`src/rtl/red_pkg.sv`:
```
// Shared definitions for the reduction accumulator: FSM encoding,
// saturation bounds and the default burst-length field width.
package red_pkg;

    typedef enum logic [1:0] {
        IDLE  = 2'b00,
        ACCUM = 2'b01,
        DONE  = 2'b10
    } state_t;

    localparam logic [15:0] SAT_MAX   = 16'h7FFF;
    localparam logic [15:0] SAT_MIN   = 16'h8000;
    localparam int          LEN_W_DEF = 4;

endpackage

```
`src/rtl/sat_add16.sv`:
```
// Combinational signed saturating adder: clamps to the most positive or
// most negative value on overflow and reports the overflow.
module sat_add16
    import red_pkg::*;
#(
    parameter int W = 16
) (
    input  logic [W-1:0] A,
    input  logic [W-1:0] B,
    output logic [W-1:0] Sum,
    output logic         Ovfl
);

    localparam logic [W-1:0] MAX_V = (W == 16) ? W'(SAT_MAX) : {1'b0, {(W-1){1'b1}}};
    localparam logic [W-1:0] MIN_V = (W == 16) ? W'(SAT_MIN) : {1'b1, {(W-1){1'b0}}};

    // Overflow only when both operands share a sign the raw sum does not.
    function automatic logic [W:0] sat_add(input logic signed [W-1:0] a,
                                           input logic signed [W-1:0] b);
        logic signed [W-1:0] raw;
        logic                ov;
        raw = a + b;
        ov  = (a[W-1] == b[W-1]) && (raw[W-1] != a[W-1]);
        if (ov)
            return {1'b1, (a[W-1] ? MIN_V : MAX_V)};
        return {1'b0, raw};
    endfunction

    assign {Ovfl, Sum} = sat_add(A, B);

endmodule

```
`src/rtl/red_accum.sv`:
```
// Burst accumulator for reduction-unit sums: counts len beats, saturates
// the running total and holds the result until downstream accepts it.
module red_accum
    import red_pkg::*;
#(
    parameter int LEN_W = LEN_W_DEF,
    parameter int W     = 16
) (
    input  logic             clk,
    input  logic             rst_n,
    input  logic             start,
    input  logic [LEN_W-1:0] len,
    input  logic             flush,
    input  logic             in_valid,
    output logic             in_ready,
    input  logic [W-1:0]     red_sum,
    output logic             out_valid,
    input  logic             out_ready,
    output logic [W-1:0]     acc_out,
    output logic             ovfl,
    output logic             zero,
    output logic             neg,
    output logic             busy
);

    state_t              state;
    logic [LEN_W-1:0]    cnt;
    logic signed [W-1:0] acc;
    logic [W-1:0]        sum_nxt;
    logic                add_ovfl;
    logic                beat;

    assign in_ready  = (state == ACCUM);
    assign out_valid = (state == DONE);
    assign busy      = (state != IDLE);
    assign beat      = in_valid & in_ready;
    assign acc_out   = acc;

    sat_add16 #(.W(W)) u_sat (
        .A    (acc),
        .B    (red_sum),
        .Sum  (sum_nxt),
        .Ovfl (add_ovfl)
    );

    // flush shares the reset path so a beat or handshake in the same cycle is dropped.
    always_ff @(posedge clk) begin
        if (!rst_n || flush) begin
            state <= IDLE;
            cnt   <= '0;
            acc   <= '0;
            ovfl  <= 1'b0;
            zero  <= 1'b0;
            neg   <= 1'b0;
        end else begin
            case (state)
                IDLE: begin
                    if (start) begin
                        acc   <= '0;
                        ovfl  <= 1'b0;
                        zero  <= 1'b1;
                        neg   <= 1'b0;
                        cnt   <= len;
                        state <= (len == '0) ? DONE : ACCUM;
                    end
                end
                ACCUM: begin
                    if (beat) begin
                        acc   <= sum_nxt;
                        zero  <= (sum_nxt == '0);
                        neg   <= sum_nxt[W-1];
                        ovfl  <= ovfl | add_ovfl;
                        cnt   <= cnt - LEN_W'(1);
                        if (cnt == LEN_W'(1))
                            state <= DONE;
                    end
                end
                DONE: begin
                    if (out_ready)
                        state <= IDLE;
                end
                default: state <= IDLE;
            endcase
        end
    end

endmodule

```
`config.mk`:
```
export PLATFORM = sky130hd
export DESIGN_NAME = red_accum
export DESIGN_NICKNAME = d
export VERILOG_FILES = /design/src/rtl/red_pkg.sv /design/src/rtl/sat_add16.sv /design/src/rtl/red_accum.sv
export SDC_FILE = /design/constraint.sdc
export NUM_CORES = 1
export LEC_CHECK = 0
export ABC_AREA = 1
export CORE_ASPECT_RATIO = 0.6
export CORE_UTILIZATION = 50
export DETAILED_ROUTE_END_ITERATION = 7
export HOLD_SLACK_MARGIN = 0.03
export PLACE_DENSITY_LB_ADDON = 0.08
export REMOVE_ABC_BUFFERS = 1
export SYNTH_ARGS = -nofsm -noshare
export SYNTH_HDL_FRONTEND = slang
export SYNTH_SLANG_ARGS = --single-unit
```
`constraint.sdc`:
```
create_clock -name clk -period 3.71 [get_ports clk]
set_input_delay 0.742 -clock clk [delete_from_list [all_inputs] [get_ports clk]]
set_output_delay 0.742 -clock clk [all_outputs]
set_load 0.01 [all_outputs]
```
Word-level counts from Yosys, hierarchy flattened
Cells that the tools add are included.
- $add $sub $neg: 2
- equality and inequality tests: 9
- mux-type cells: 24
- bitwise operators: 2
- reductions and logical operators: 10
- operators by type and width (cell ; number):
    16-bit two-way mux ; 3
    17-bit two-way mux ; 2
    16-bit one-hot mux with 2 select lines ; 1
    16-bit adder ; 1
    16-bit zero test ; 1
    2-bit two-way mux ; 5
    4-bit two-way mux ; 2
    4-bit one-hot mux with 2 select lines ; 1
    1-bit two-way mux ; 6
    2-bit by 1-bit inequality test with 1-bit output, second input constant ; 3
    1-bit one-hot mux with 2 select lines ; 3
    2-bit one-hot mux with 3 select lines ; 1
    4-bit by 1-bit equality test with 1-bit output, second input constant ; 1
    4-bit zero test ; 1
    4-bit AND reduction ; 1
    2-bit nonzero test ; 2
    4-bit by 1-bit subtractor with 4-bit output, second input constant ; 1
    3-bit AND reduction ; 1
    2-bit by 1-bit equality test with 1-bit output, second input constant ; 1
    2-bit equality test, second input constant ; 1
    2-bit zero test ; 1
    2-bit inequality test, second input constant ; 1
    1-bit bitwise AND ; 1
    1-bit equality test ; 1
    5 further kinds ; 5
- register bits: 25
- input bits: 26
- output and inout port bits: 22
- logic and storage cells: 53

Longest topological paths before layout
- word-level depth: 8
- gate-level depth with buffers: 23
- gate-level depth less buffers: 23

Hierarchy
Synthesis repeated with hierarchy kept, for this count alone.
- cell total of the unflattened synthesis: 375
- area total of the unflattened synthesis: 2267.2 um^2
- by module, submodules not included (module ; instances ; cells each ; area each (um^2) ; sequential area each (um^2)):
    red_accum ; 1 ; 166 ; 1134.8 ; 480.5
    sat_add16 ; 1 ; 209 ; 1132.3 ; 0.0

Worst setup path before layout
No wires, ideal clock.
- kind: input to register
- from: input red_sum[2]
- to: register zero
- library setup time: 0.122 ns
- data arrival time: 3.207 ns
- data required time: 3.588 ns
- slack: 0.381 ns
- stages on the path: 21
- path buffers: 1
- cells stage by stage: ha_1 or2_1 nand3_1 nand2_1 nand2_1 nand2_1 a21oi_1 o21bai_1 fa_1 inv_1 nand3_2 inv_1 nor2_2 buf_6 inv_2 nor2_2 nor2_1 nand2_1 nor2_1 nand3_1 a21oi_2
- longest elaborated chain between the ends: 8
- ends and longest elaborated chain (element ; RTL line ; source):
    from (decl) ; red_accum.sv:16 ; input logic [W-1:0] red_sum,
    16-bit adder * ; sat_add16.sv:22 ; raw = a + b;
    1-bit inequality test ; sat_add16.sv:23 ; ov = (a[W-1] == b[W-1]) && (raw[W-1] != a[W-1]);
    1-bit logical AND ; sat_add16.sv:23 ;
    1-bit two-way mux ; sat_add16.sv:24 ; if (ov)
    17-bit two-way mux * ; sat_add16.sv:26 ; return {1'b0, raw};
    16-bit zero test * ; red_accum.sv:70 ; zero <= (sum_nxt == '0);
    1-bit two-way mux * ; red_accum.sv:68 ; if (beat) begin
    1-bit one-hot mux with 2 select lines * ; red_accum.sv:56 ; case (state)
    to (signal assigned) ; red_accum.sv:70 ;
    to (decl) ; red_accum.sv:21 ; output logic zero,
Mark *: on every way between the ends. The rest lies on a longest branch, timed or not. The select of a mux whose other input is x is not followed.
A chain may end at the register's enable or synchronous reset.

Final worst setup path
- from: input red_sum[5]
- to: register zero
The elaborated chain is that of the path after synthesis.

==> impl_metrics.tcl <==
set metrics [dict create \
    share_of_final_layout_standard_cells_stronger_than_drive_strength_1_pct 25.57 \
    globalRouteTotalUtil_pct 30.67 \
    setup-tns-final_ns 0 \
    fp.dieH_um 52.08 \
    antenna_found_initial 0 \
    power_switching_uw 232.5 \
    place.detailed.instances 473 \
    post_synth_xor_area_fraction_pct 0.4192 \
    p_comb_share_pct 32.8 \
    crit_chain "dlymetal6s2s_1 > ha_4 > nand2_2 > inv_2 > nand2_4 > nor3_4 > nand2_2 > nand2_2 > a21oi_2 > o21bai_1 > fa_1 > inv_1 > nand3_2 > buf_6 > a21oi_2 > nand3_1 > nor2_1 > nand2_1 > nor2_1 > nand2_1 > nor2_1 > nand3_1 > a21oi_2" \
    yosys_warnings 0 \
    detail_route.first_pass.iterations 5 \
    timing.critical_path.max_delay_family "simple AND/OR/NAND/NOR gates" \
    pwr-share-clk_pct 28.4 \
    yosys.area.top_type "sky130_fd_sc_hd__dfxtp_1" \
    core-area_um2 3829 \
    layout.nets 484 \
    chipWidth_um 85.46 \
    grt_pass1_wl_um 10390 \
    mappedNetlistArea_um2 2090 \
    power.leakage_nw 1.620 \
    clock_sink_count 24 \
    crit_required_ns 3.94 \
    netSwitchingFraction_pct 33.29 \
    num_vias 2640 \
    shortest_period_the_worst_path_allows_ns 3.447 \
    final_cells 485 \
    cp_num_buf_inv 4 \
    synth-compound-area-share_pct 12.46 \
    timing.max_slew.rel_slack_pct 48.43 \
    grt_max_degree 21 \
    timing.clock.skew_ns 0.01009 \
    synth-simple-area-share_pct 40.78 \
    postCtsHoldBufs 0 \
    max-clock-path-buffers 2 \
    slowest_delay_ns 0.48 \
    finalWeightedCongestion 0.9300 \
    fmax_mhz 290.1 \
    finalCritPeriodShare_pct 92.91 \
    drt-initial-drc-count 225 \
    wl_um 7064 \
    tritoncts.num_buffers 3 \
    flip_flop_and_latch_count_after_synthesis 24 \
    dp_wirelength_um 4731 \
    grt_overflow 0 \
    clk_pin_slew_ns 0.10 \
    netlist-cell-type-count 30 \
    worst_skew_pair.late_latency_ns 0.29 \
    port_buffers 47 \
    die_area_um2 4450 \
    clock_tree_from_tritoncts "done" \
    drc_errors 0 \
    status "completed" \
    detail-route-antenna-nets 0 \
    synthCells 344 \
    synth_top_cells_by_area "sky130_fd_sc_hd__dfxtp_1 (23%), sky130_fd_sc_hd__nand2_1 (21%), sky130_fd_sc_hd__ha_1 (10%)" \
    max-vdd-ir-drop_uv 141.8 \
    placement_rows 17 \
    crit_path_top_delay_cell "sky130_fd_sc_hd__fa_1" \
    initial_utilization_pct 54.58 \
    syn_avg_cell_area_um2 6.074 \
    antenna_cells_inserted 0 \
    first_global_vias 2258 \
    worstPathMaxFanout 6 \
    startpoint_type "input pin" \
    seq_power_share_pct 38.8 \
    timing_worst_slew_pin_value_ns 0.7727 \
    finalSetupViolCount 0 \
    post_drt_wl_per_cell_um 14.56 \
    vias_per_cell 5.443 \
    muxShareOfSynthArea_pct 0 \
    layout_commonest_cell "sky130_fd_sc_hd__nand2_1" \
    timing.final.max_slew_violations 0 \
    layout-area-overhead-vs-synth_pct 54.43 \
    critical_path_class "in -> reg" \
    hold_viol_final 0 \
    cts_root_buf "sky130_fd_sc_hd__clkbuf_8" \
    maxCapViolations 0 \
    cts_htree_levels 1 \
    ys_seq_area_share_pct 22.99 \
    post_synth_fa_ha_maj_area_fraction_pct 12.10 \
    netlist.area_leader.share_pct 22.99 \
    timing.critical_path.to_type "flip-flop" \
    largest_family_of_logic_cells_by_synthesized_area "simple AND/OR/NAND/NOR gates" \
    critPathArrivalTime_ns 3.68 \
    commonest_non_fill_non_tap_cells_in_the_layout "sky130_fd_sc_hd__nand2_1 (104), sky130_fd_sc_hd__buf_4 (49), sky130_fd_sc_hd__inv_1 (40)" \
    power_density_nw_per_um2 216.4 \
    internal_power_uw 465.9 \
    hp-class "reg -> reg" \
    grt_setup_unrepaired "false" \
    floorplan.io_pins 48 \
]
cell families (layout without fill, tap and decap cells):
logic type,Yosys count,in the layout
adders and majority gates,19,19
AOI/OAI and AO/OA,48,48
and+or+nand+nor,195,195
xor gates and xnor gates,1,1
buffers and inverters,57,151
DFF,24,24
sequential cells by signal, indices dropped and copies added, names as in the netlist:
signal,count
zero,1
state,2
acc_out,16
ovfl,1
cnt,4
timing repair:
action	4_1_cts	5_1_grt
pin swaps	13	25
endpoints found under the setup margin	2	13
cloned	0	0
setup buffers	4	4
resized for setup	26	36
worst reg2reg max path, delay by kind of cell (launching register included):
family / cells / cell delay [ns]
compound gates: 5 / 0.62
flops: 1 / 0.44
buf+inv: 3 / 0.29
simple gates: 12 / 1.10
fa+ha+maj: 2 / 0.74
routing by layer:
metal	wire length, µm	GRT usage, %
met5	0	0
met4	82	6.389
met3	599	7.778
met2	3100	48.40
met1	3281	42.44
final timing paths:
check / from / end / slack, ns / cells after the start
max: red_sum[5] / zero$_SDFFE_PP0P_ / 0.26 / 23
min reg2reg: acc_out[13]$_SDFFE_PP0P_ / acc_out[13]$_SDFFE_PP0P_ / 0.50 / 2
min: acc_out[13]$_SDFFE_PP0P_ / acc_out[13]$_SDFFE_PP0P_ / 0.50 / 2
max reg2reg: acc_out[8]$_SDFFE_PP0P_ / zero$_SDFFE_PP0P_ / 0.46 / 22
metrics by stage:
step / cell area [µm²] / total power, mW / utilization (%) / worst slack, ns / hold slack (ns)
after floorplan: 2042 / 0.3800 / - / 0.1731 / 0.4857
after global placement: 2887 / 0.4758 / 75.39 / -0.2773 / 0.4724
after detailed placement: 2887 / 0.4783 / 75.39 / -0.4415 / 0.4762
after CTS: 3088 / 0.6817 / 80.65 / 0.0001958 / 0.4928
after global routing: 3227 / 0.7296 / 84.28 / 0.01636 / 0.5349
final: 3227 / 0.6984 / 84.28 / 0.2630 / 0.5025
power groups by stage:
stage          combinational (mW)  clock, mW  sequential [mW]
6_report                    0.229      0.198            0.271
5_1_grt                     0.248      0.210            0.271
4_1_cts                     0.212      0.199            0.270
3_5_place_dp                0.203          0            0.276
3_3_place_gp                0.200          0            0.275
2_1_floorplan               0.104          0            0.276
cell usage after synthesis, drive strengths merged:
| library cell | instances |
|---|---|
| a211oi | 3 |
| a21oi | 33 |
| a31oi | 3 |
| and2 | 1 |
| buf | 5 |
| clkbuf | 2 |
| dfxtp | 24 |
| fa | 2 |
| ha | 17 |
| inv | 50 |
| nand2 | 117 |
| nand3 | 30 |
| nand3b | 3 |
| nor2 | 36 |
| nor3 | 5 |
| nor4 | 1 |
| o211ai | 1 |
| o21ai | 7 |
| o21bai | 1 |
| or2 | 2 |
| xor2 | 1 |
area by class of cell:
| class | instances | area (µm²) |
|---|---|---|
| Inverter | 50 | 187.7 |
| Clock buffer | 4 | 55.05 |
| Fill cell | 245 | 601.8 |
| Timing Repair Buffer | 97 | 852.1 |
| Sequential cell | 24 | 480.5 |
| Multi-Input combinational cell | 263 | 1593 |
| Tap cell | 47 | 58.81 |
No activity file was read; power rests on OpenSTA's default activity.
